### src/rtl/register_file_multiport_pkg.sv
`default_nettype none
// +----------------------------------------------------------------------+
// | rv32i_regfile_pkg                                                    |
// | Shared types and ABI register indices for the rv32i register file.  |
// | Rev 1.0 - initial release                                            |
// +----------------------------------------------------------------------+
package rv32i_regfile_pkg;

  typedef enum logic [0:0] {
    RF_CLEAR = 1'b0,
    RF_READY = 1'b1
  } regfile_state_t;

  localparam logic [4:0] REG_ZERO = 5'd0;
  localparam logic [4:0] REG_RA   = 5'd1;
  localparam logic [4:0] REG_SP   = 5'd2;
  localparam logic [4:0] REG_GP   = 5'd3;
  localparam logic [4:0] REG_TP   = 5'd4;
  localparam logic [4:0] REG_T0   = 5'd5;
  localparam logic [4:0] REG_T1   = 5'd6;
  localparam logic [4:0] REG_T2   = 5'd7;
  localparam logic [4:0] REG_S0   = 5'd8;
  localparam logic [4:0] REG_S1   = 5'd9;
  localparam logic [4:0] REG_A0   = 5'd10;
  localparam logic [4:0] REG_A1   = 5'd11;
  localparam logic [4:0] REG_A2   = 5'd12;
  localparam logic [4:0] REG_A3   = 5'd13;
  localparam logic [4:0] REG_A4   = 5'd14;
  localparam logic [4:0] REG_A5   = 5'd15;
  localparam logic [4:0] REG_A6   = 5'd16;
  localparam logic [4:0] REG_A7   = 5'd17;
  localparam logic [4:0] REG_S2   = 5'd18;
  localparam logic [4:0] REG_S3   = 5'd19;
  localparam logic [4:0] REG_S4   = 5'd20;
  localparam logic [4:0] REG_S5   = 5'd21;
  localparam logic [4:0] REG_S6   = 5'd22;
  localparam logic [4:0] REG_S7   = 5'd23;
  localparam logic [4:0] REG_S8   = 5'd24;
  localparam logic [4:0] REG_S9   = 5'd25;
  localparam logic [4:0] REG_S10  = 5'd26;
  localparam logic [4:0] REG_S11  = 5'd27;
  localparam logic [4:0] REG_T3   = 5'd28;
  localparam logic [4:0] REG_T4   = 5'd29;
  localparam logic [4:0] REG_T5   = 5'd30;
  localparam logic [4:0] REG_T6   = 5'd31;

endpackage
`default_nettype wire

### src/rtl/register_file_multiport_clear_fsm.sv
`default_nettype none
// +----------------------------------------------------------------------+
// | regfile_clear_fsm                                                    |
// | Post-reset clear sweep sequencer and dropped-write flag.            |
// | Rev 1.0 - initial release                                            |
// +----------------------------------------------------------------------+
module regfile_clear_fsm
  import rv32i_regfile_pkg::*;
#(
  parameter  int NREGS = 32,
  localparam int AW    = $clog2(NREGS)
) (
  input  logic          clk,
  input  logic          rst,
  input  logic          wr_ena,
  output logic          busy,
  output logic          wr_dropped,
  output logic          clr_ena,
  output logic [AW-1:0] clr_addr
);

  localparam logic [0:0] ST_CLEAR = RF_CLEAR;
  localparam logic [0:0] ST_READY = RF_READY;

  logic [0:0]    r_state;
  logic [AW-1:0] r_ptr;
  logic          r_dropped;

  always_ff @(posedge clk) begin
    if (rst) begin
      r_state   <= ST_CLEAR;
      r_ptr     <= '0;
      r_dropped <= 1'b0;
    end else begin
      r_dropped <= (r_state == ST_CLEAR) && wr_ena;
      if (r_state == ST_CLEAR) begin
        r_ptr <= r_ptr + 1'b1;
        if (r_ptr == AW'(NREGS - 1)) begin
          r_state <= ST_READY;
        end
      end
    end
  end

  assign busy       = (r_state == ST_CLEAR);
  assign wr_dropped = r_dropped;
  // Reset itself must not touch storage, so the sweep writes only once rst drops.
  assign clr_ena    = busy && !rst;
  assign clr_addr   = r_ptr;

endmodule
`default_nettype wire

### src/rtl/register_file_multiport.sv
`default_nettype none
// +----------------------------------------------------------------------+
// | register_file_multiport                                              |
// | Flop-based register file, NREAD comb read ports, one write port.    |
// | Rev 1.0 - initial release                                            |
// +----------------------------------------------------------------------+
module register_file_multiport
  import rv32i_regfile_pkg::*;
#(
  parameter  int WIDTH    = 32,
  parameter  int NREGS    = 32,
  parameter  int NREAD    = 2,
  parameter  int ZERO_REG = 1,
  parameter  int BYPASS   = 1,
  localparam int AW       = $clog2(NREGS)
) (
  input  logic                   clk,
  input  logic                   rst,
  input  logic                   wr_ena,
  input  logic [AW-1:0]          wr_addr,
  input  logic [WIDTH-1:0]       wr_data,
  input  logic [NREAD*AW-1:0]    rd_addr,
  output logic [NREAD*WIDTH-1:0] rd_data,
  output logic                   busy,
  output logic                   wr_dropped
);

  logic             w_busy;
  logic             w_clr_ena;
  logic [AW-1:0]    w_clr_addr;
  logic             w_wr_req;
  logic [WIDTH-1:0] w_din;
  logic [NREGS-1:0] w_reg_en;
  logic [WIDTH-1:0] w_regs [NREGS];

  regfile_clear_fsm #(
    .NREGS (NREGS)
  ) u_clear_fsm (
    .clk        (clk),
    .rst        (rst),
    .wr_ena     (wr_ena),
    .busy       (w_busy),
    .wr_dropped (wr_dropped),
    .clr_ena    (w_clr_ena),
    .clr_addr   (w_clr_addr)
  );

  assign busy     = w_busy;
  assign w_wr_req = wr_ena && !w_busy;
  // Sweep and functional writes are mutually exclusive, so one data mux suffices.
  assign w_din    = w_clr_ena ? '0 : wr_data;

  for (genvar i = 0; i < NREGS; i++) begin : g_regs
    localparam logic [AW-1:0] c_IDX    = AW'(i);
    localparam bit            c_LOCKED = (ZERO_REG != 0) && (i == 0);
    logic [WIDTH-1:0] r_q;

    assign w_reg_en[i] = (w_clr_ena && (w_clr_addr == c_IDX)) ||
                         (w_wr_req && !c_LOCKED && (wr_addr == c_IDX));

    always_ff @(posedge clk) begin
      if (w_reg_en[i]) begin
        r_q <= w_din;
      end
    end

    assign w_regs[i] = r_q;
  end

  for (genvar p = 0; p < NREAD; p++) begin : g_rd
    logic [AW-1:0]    w_addr;
    logic [WIDTH-1:0] w_rd;

    assign w_addr = rd_addr[p*AW +: AW];

    always_comb begin
      w_rd = w_regs[w_addr];
      if (w_busy) begin
        w_rd = '0;
      end else if ((ZERO_REG != 0) && (w_addr == '0)) begin
        w_rd = '0;
      end else if ((BYPASS != 0) && wr_ena && (wr_addr == w_addr)) begin
        w_rd = wr_data;
      end
    end

    assign rd_data[p*WIDTH +: WIDTH] = w_rd;
  end

endmodule
`default_nettype wire
### config.mk
export PLATFORM = sky130hd
export DESIGN_NAME = register_file_multiport
export DESIGN_NICKNAME = d
export VERILOG_FILES = /design/src/rtl/register_file_multiport_pkg.sv /design/src/rtl/register_file_multiport_clear_fsm.sv /design/src/rtl/register_file_multiport.sv
export SDC_FILE = /design/constraint.sdc
export NUM_CORES = 1
export LEC_CHECK = 0
export BUFFER_PORTS_ARGS = -buffer_cell sky130_fd_sc_hd__buf_2
export CORE_ASPECT_RATIO = 1.5
export CORE_MARGIN = 1.5
export CORE_UTILIZATION = 40
export CTS_CLUSTER_DIAMETER = 120
export CTS_CLUSTER_SIZE = 30
export DETAILED_ROUTE_END_ITERATION = 8
export HOLD_SLACK_MARGIN = 0.02
export SYNTH_ARGS = -nofsm -noshare
export SYNTH_HDL_FRONTEND = slang
export SYNTH_HIERARCHICAL = 1
export SYNTH_SLANG_ARGS = --single-unit
### constraint.sdc
create_clock -name clk -period 5.4 [get_ports clk]
set_input_delay 1.08 -clock clk [delete_from_list [all_inputs] [get_ports clk]]
set_output_delay 1.08 -clock clk [all_outputs]
set_load 0.05 [all_outputs]
==> flow_metrics.tcl, run 1 <==
set metrics [dict create \
    dp_hpwl_um 95800 \
    clock_path_buffers 3 \
    drt_first_pass_iters 7 \
    place_inst 4279 \
    grt_pass1_wl_um 222000 \
    worst_hold_path_type "reg2reg" \
    cts_sinks 1031 \
    p_leak_nw 17.4 \
    cts_made_buffers 40 \
    power_mw 14.2 \
    die_area_um2 124000 \
    yosysTopAreaCellShare_pct 63.2 \
    fillers 10200 \
    finalNetCount 2793 \
    insertedDiodeCount 0 \
    power_density_nw_per_um2 263 \
    period_minus_slack_ns 4.83 \
    start_util_pct 40.3 \
    path_clk_slew_ns 0.12 \
    yosys-top-cells-count "1,024 x edfxtp_1, 386 x mux4_2, 350 x mux2i_1" \
    cp-end-kind "primary output" \
    synth-edff-count 1024 \
    postSynthCellCount 2631 \
    ir_drop_mv 0.198 \
    status "completed" \
    htree_levels 2 \
    vias 29100 \
    grt_remaining_overflow 0 \
    cts_tree "done" \
    clk_latency_ns 0.66 \
    cts_hold_buf 0 \
    wl_per_cell_um 36.2 \
    syn2layout_area_growth_pct 10.9 \
    synth-seq-cells 1031 \
    portBuffers 115 \
    clock-root-buffer "clkbuf_16" \
    synthDistinctLibCells 49 \
    yosysMostFrequentCell "edfxtp_1" \
    syn_avg_cell_area_um2 18.5 \
    cp-start-kind "input port" \
    cp_max_fo 24 \
    critPathKind "in2out" \
    routed_wl_um 157000 \
    finalSetupTns_ns 0 \
    rsz0062_at_grt "no" \
    setup_violations 0 \
    antenna_found_initial 2 \
    ctsResizeCount 0 \
    detail_route.vias_per_cell 6.71 \
    ys_seq_area_share_pct 63.5 \
    cap_viol_max_count 0 \
    track_usage_pct 25.2 \
    final-hold-violation-count 0 \
    ys_warn_count 6 \
    chipHeight_um 430 \
    worstMarginPinSlew_ns 1.34 \
    slew_headroom_pct 10.2 \
    drv_slew 0 \
    required_ns 4.32 \
    fin_util_pct 44.7 \
    grt_max_degree 71 \
    synth_ff_type "edfxtp_1" \
    gpl.final_weighted_congestion 0.834 \
    syn_nets 2683 \
    synth_area_um2 48700 \
    drc 0 \
    fmax_ghz 0.207 \
    cts_setup_buffers 0 \
    yosysTopAreaCell "edfxtp_1" \
    synth.area.top_cells "edfxtp_1 63%, mux4_2 18%, mux2i_1 7.2%, a221oi_1 2.3%, a22oi_1 1.5%" \
    drive_above_1_share_pct 28.3 \
    synthArstFlopShare_pct 0 \
    placementRows 156 \
    chipWidth_um 288 \
    first_global_vias 30300 \
    io_pins 116 \
    timing.critical_path.arrival_ns 3.75 \
    fin_cells 4330 \
    first_iter_violations 3272 \
    coreArea_um2 121000 \
    drtAntennaViolNets 0 \
    fin_skew_ns 0.0215 \
    timing.final.crit_share_pct 89.4 \
]
==> flip-flops by register name, summed over array words and instances (netlist names) <==
signal	flops
g_regs.r_q	1024
u_clear_fsm/r_state	1
u_clear_fsm/clr_addr	5
u_clear_fsm/wr_dropped	1
==> final cells by class <==
| class | count | area (um^2) | area share (%) |
|---|---|---|---|
| clock buffers | 47 | 1050 | 1.94 |
| clock inverters | 4 | 42.5 | 0.0789 |
| inverters | 6 | 23.8 | 0.0441 |
| multi-input cells | 1368 | 17100 | 31.7 |
| flip-flops and latches | 1031 | 30900 | 57.3 |
| well taps | 1580 | 1980 | 3.66 |
| repair buffers | 294 | 2880 | 5.34 |
==> metrics by stage <==
step | instance area, um^2 | worst slack [ns] | hold slack (ns)
3_5_place_dp | 52800 | 0.577 | 0.637
2_1_floorplan | 48700 | 1.17 | 0.556
4_1_cts | 53900 | 0.580 | 0.657
3_3_place_gp | 52800 | 0.585 | 0.620
6_report | 53900 | 0.570 | 0.671
5_1_grt | 53900 | 0.547 | 0.705
==> per-layer routing <==
metal  GRT usage, %  share of wire [%]
met1           32.1                 37
met2           42.4                 50
met3           3.30                7.9
met4           12.2                5.5
met5              0                  0
==> worst max-delay path, cell delays in order <==
cell and delay [ns]:
buf_8 0.24, xor2_1 0.11, nor3_1 0.53, a41o_2 0.64, o221ai_1 0.36, a31oi_1 0.53
buf_12 0.21
==> power by group <==
part / leakage, nW / switching, mW / internal (mW)
Sequential: 9.43 / 0.0304 / 8.85
Combinational: 7.42 / 0.896 / 0.574
Clock: 0.533 / 2.41 / 1.41
==> path summary, 6_finish.rpt <==
kind                                start                      end  slack [ns]  cells past startpoint
setup / recovery               rd_addr[6]              rd_data[32]        0.57                      7
hold / removal    u_clear_fsm/clr_addr[4]  u_clear_fsm/clr_addr[4]        0.67                      2
setup reg to reg      u_clear_fsm/r_state         g_regs[5].r_q[6]        2.11                      6
hold reg to reg   u_clear_fsm/clr_addr[4]  u_clear_fsm/clr_addr[4]        0.67                      2
==> layout by cell type, fill, tap and decap left out, types with 44 or more instances in the layout <==
cell type | synthesis | layout
edfxtp_1 | 1024 | 1024
mux4_2 | 386 | 386
mux2i_1 | 350 | 350
buf_4 | 35 | 140
a221oi_1 | 126 | 126
a22oi_1 | 95 | 95
buf_2 | 52 | 82
buf_12 | 0 | 68
o21ai_0 | 63 | 63
nor2_1 | 47 | 44
==> kinds of logic after synthesis <==
family          share of synthesized area [%]
xor+xnor                                0.234
flops                                    63.5
mux                                      25.1
fa+ha+maj                              0.0514
buf+inv                                  2.47
compound gates                           7.18
simple gates                             1.48
Power figures use the tool's default switching activity.
==> run 2: changes to the inputs <==
==> constraint.sdc (replaced) <==
create_clock -name clk -period 4.7 [get_ports clk]
set_input_delay 0.94 -clock clk [delete_from_list [all_inputs] [get_ports clk]]
set_output_delay 0.94 -clock clk [all_outputs]
set_load 0.05 [all_outputs]
==> run 2 against run 1 <==
  * Flip-flop and latch count is the same
  * Clock-buffer cell count is the same
  * Power grew 15%
  * Critical path type unchanged
  * Combinational power grew 16%
  * Global-route usage grew 0.090 points
==> flow_metrics.tcl, run 2 (same netlist as run 1, synthesis figures left out) <==
set metrics [dict create \
    p_leak_nw 17.4 \
    clk_latency_ns 0.66 \
    cp_max_fo 32 \
    routed_wl_um 157000 \
    timing.critical_path.arrival_ns 3.44 \
    placementRows 156 \
    cts_setup_buffers 0 \
    cp-end-kind "primary output" \
    setup_violations 0 \
    finalNetCount 2797 \
    clock_path_buffers 3 \
    htree_levels 2 \
    detail_route.vias_per_cell 6.73 \
    whs_ns 0.576 \
    wl_per_cell_um 36.2 \
    final_cell_mix "1,024 x edfxtp_1, 386 x mux4_2, 350 x mux2i_1, 143 x buf_4, 126 x a221oi_1" \
    grt_remaining_overflow 0 \
    finalSetupTns_ns 0 \
    required_ns 3.76 \
    critPathKind "in2out" \
    drive_above_1_share_pct 28.4 \
    clock-root-buffer "clkbuf_16" \
    track_usage_pct 25.3 \
    fin_skew_ns 0.0315 \
    largest_reg_flops 1024 \
    cts_hold_buf 0 \
    fmax_ghz 0.228 \
    first_global_vias 30200 \
    drtAntennaViolNets 0 \
    drv_slew 0 \
    cts_sinks 1031 \
    ctsResizeCount 0 \
    drt_first_pass_iters 7 \
    first_iter_violations 3426 \
    gpl.final_weighted_congestion 0.858 \
    vias 29200 \
    coreArea_um2 121000 \
    chipHeight_um 430 \
    timing.final.crit_share_pct 93.2 \
    ir_drop_mv 0.232 \
    place_inst 4283 \
    drc 0 \
    portBuffers 115 \
    antenna_found_initial 2 \
    cp-start-kind "input port" \
    period_minus_slack_ns 4.38 \
    worstMarginPinSlew_ns 1.13 \
    cts_tree "done" \
    fin_cells 4337 \
    power_mw 16.3 \
    slew_headroom_pct 24.7 \
    dp_hpwl_um 96100 \
    layout_commonest_cell "edfxtp_1" \
    status "completed" \
    start_util_pct 40.3 \
    layout_setup_ws_ns 0.320 \
    io_pins 116 \
    top_register "g_regs.r_q" \
    syn2layout_area_growth_pct 11.0 \
    chipWidth_um 288 \
    grt_pass1_wl_um 223000 \
    cap_viol_max_count 0 \
    dp_slack_ns 0.313 \
    worst_hold_path_type "in2reg" \
    cts_made_buffers 40 \
    path_clk_slew_ns 0.12 \
    rsz0062_at_grt "no" \
    power_density_nw_per_um2 302 \
    grt_max_degree 79 \
    die_area_um2 124000 \
    final-hold-violation-count 0 \
]
run 2: cell types whose count changed in the layout (fill, tap and decap cells not counted):
| cell | before | now |
|---|---|---|
| buf_4 | 140 | 143 |
| nor2b_1 | 33 | 34 |
| buf_12 | 68 | 69 |
| clkinv_4 | 0 | 1 |
| inv_6 | 3 | 0 |
| nor2b_2 | 2 | 1 |
| diode_2 | 0 | 4 |
| clkinv_8 | 1 | 2 |
| clkbuf_16 | 41 | 42 |
| clkbuf_1 | 6 | 5 |
run 2: through the flow:
step	area [um^2]	util (%)
6_report	54000	44.8
5_1_grt	54000	44.8
4_1_cts	54000	44.8
3_5_place_dp	52900	43.8
3_3_place_gp	52900	43.8
2_1_floorplan	48700	-
run 2: final timing paths:
kind	startpoint	cells after the start	end	slack, ns
worst min register to register	u_clear_fsm/clr_addr[4]	2	u_clear_fsm/clr_addr[4]	0.65
worst min-delay path	rst	2	u_clear_fsm/r_state	0.58
worst max-delay path	rd_addr[5]	8	rd_data[63]	0.32
worst max register to register	u_clear_fsm/r_state	5	g_regs[14].r_q[3]	1.47
run 2: metal layers:
metal | up-vias | GRT usage (%) | part of all wire, %
li1 | 11500 | - | -
met1 | 15600 | 32.2 | 36
met2 | 1667 | 42.9 | 51
met3 | 375 | 3.74 | 8.2
met4 | 0 | 10.8 | 4.6
met5 | - | 0 | 0
run 2: layout make-up:
type,count,area (um^2)
Multi-Input combinational cell,1368,17100
Antenna cell,4,10.0
Sequential cell,1031,30900
Timing Repair Buffer,298,2920
Clock buffer,47,1070
Fill cell,10300,66600
Tap cell,1580,1980
Inverter,6,23.8
Clock inverter,3,41.3
run 2: power breakdown:
part,total (mW),switching [mW],internal [mW]
clock,4.41,2.76,1.65
sequential,10.2,0.0357,10.2
combinational,1.71,1.04,0.664
run 2: critical path, cell delays in order:
cell	delay (ns)
buf_8	0.22
buf_12	0.34
buf_4	0.30
buf_4	0.26
mux4_2	0.54
a22oi_1	0.38
a31oi_1	0.22
buf_12	0.19
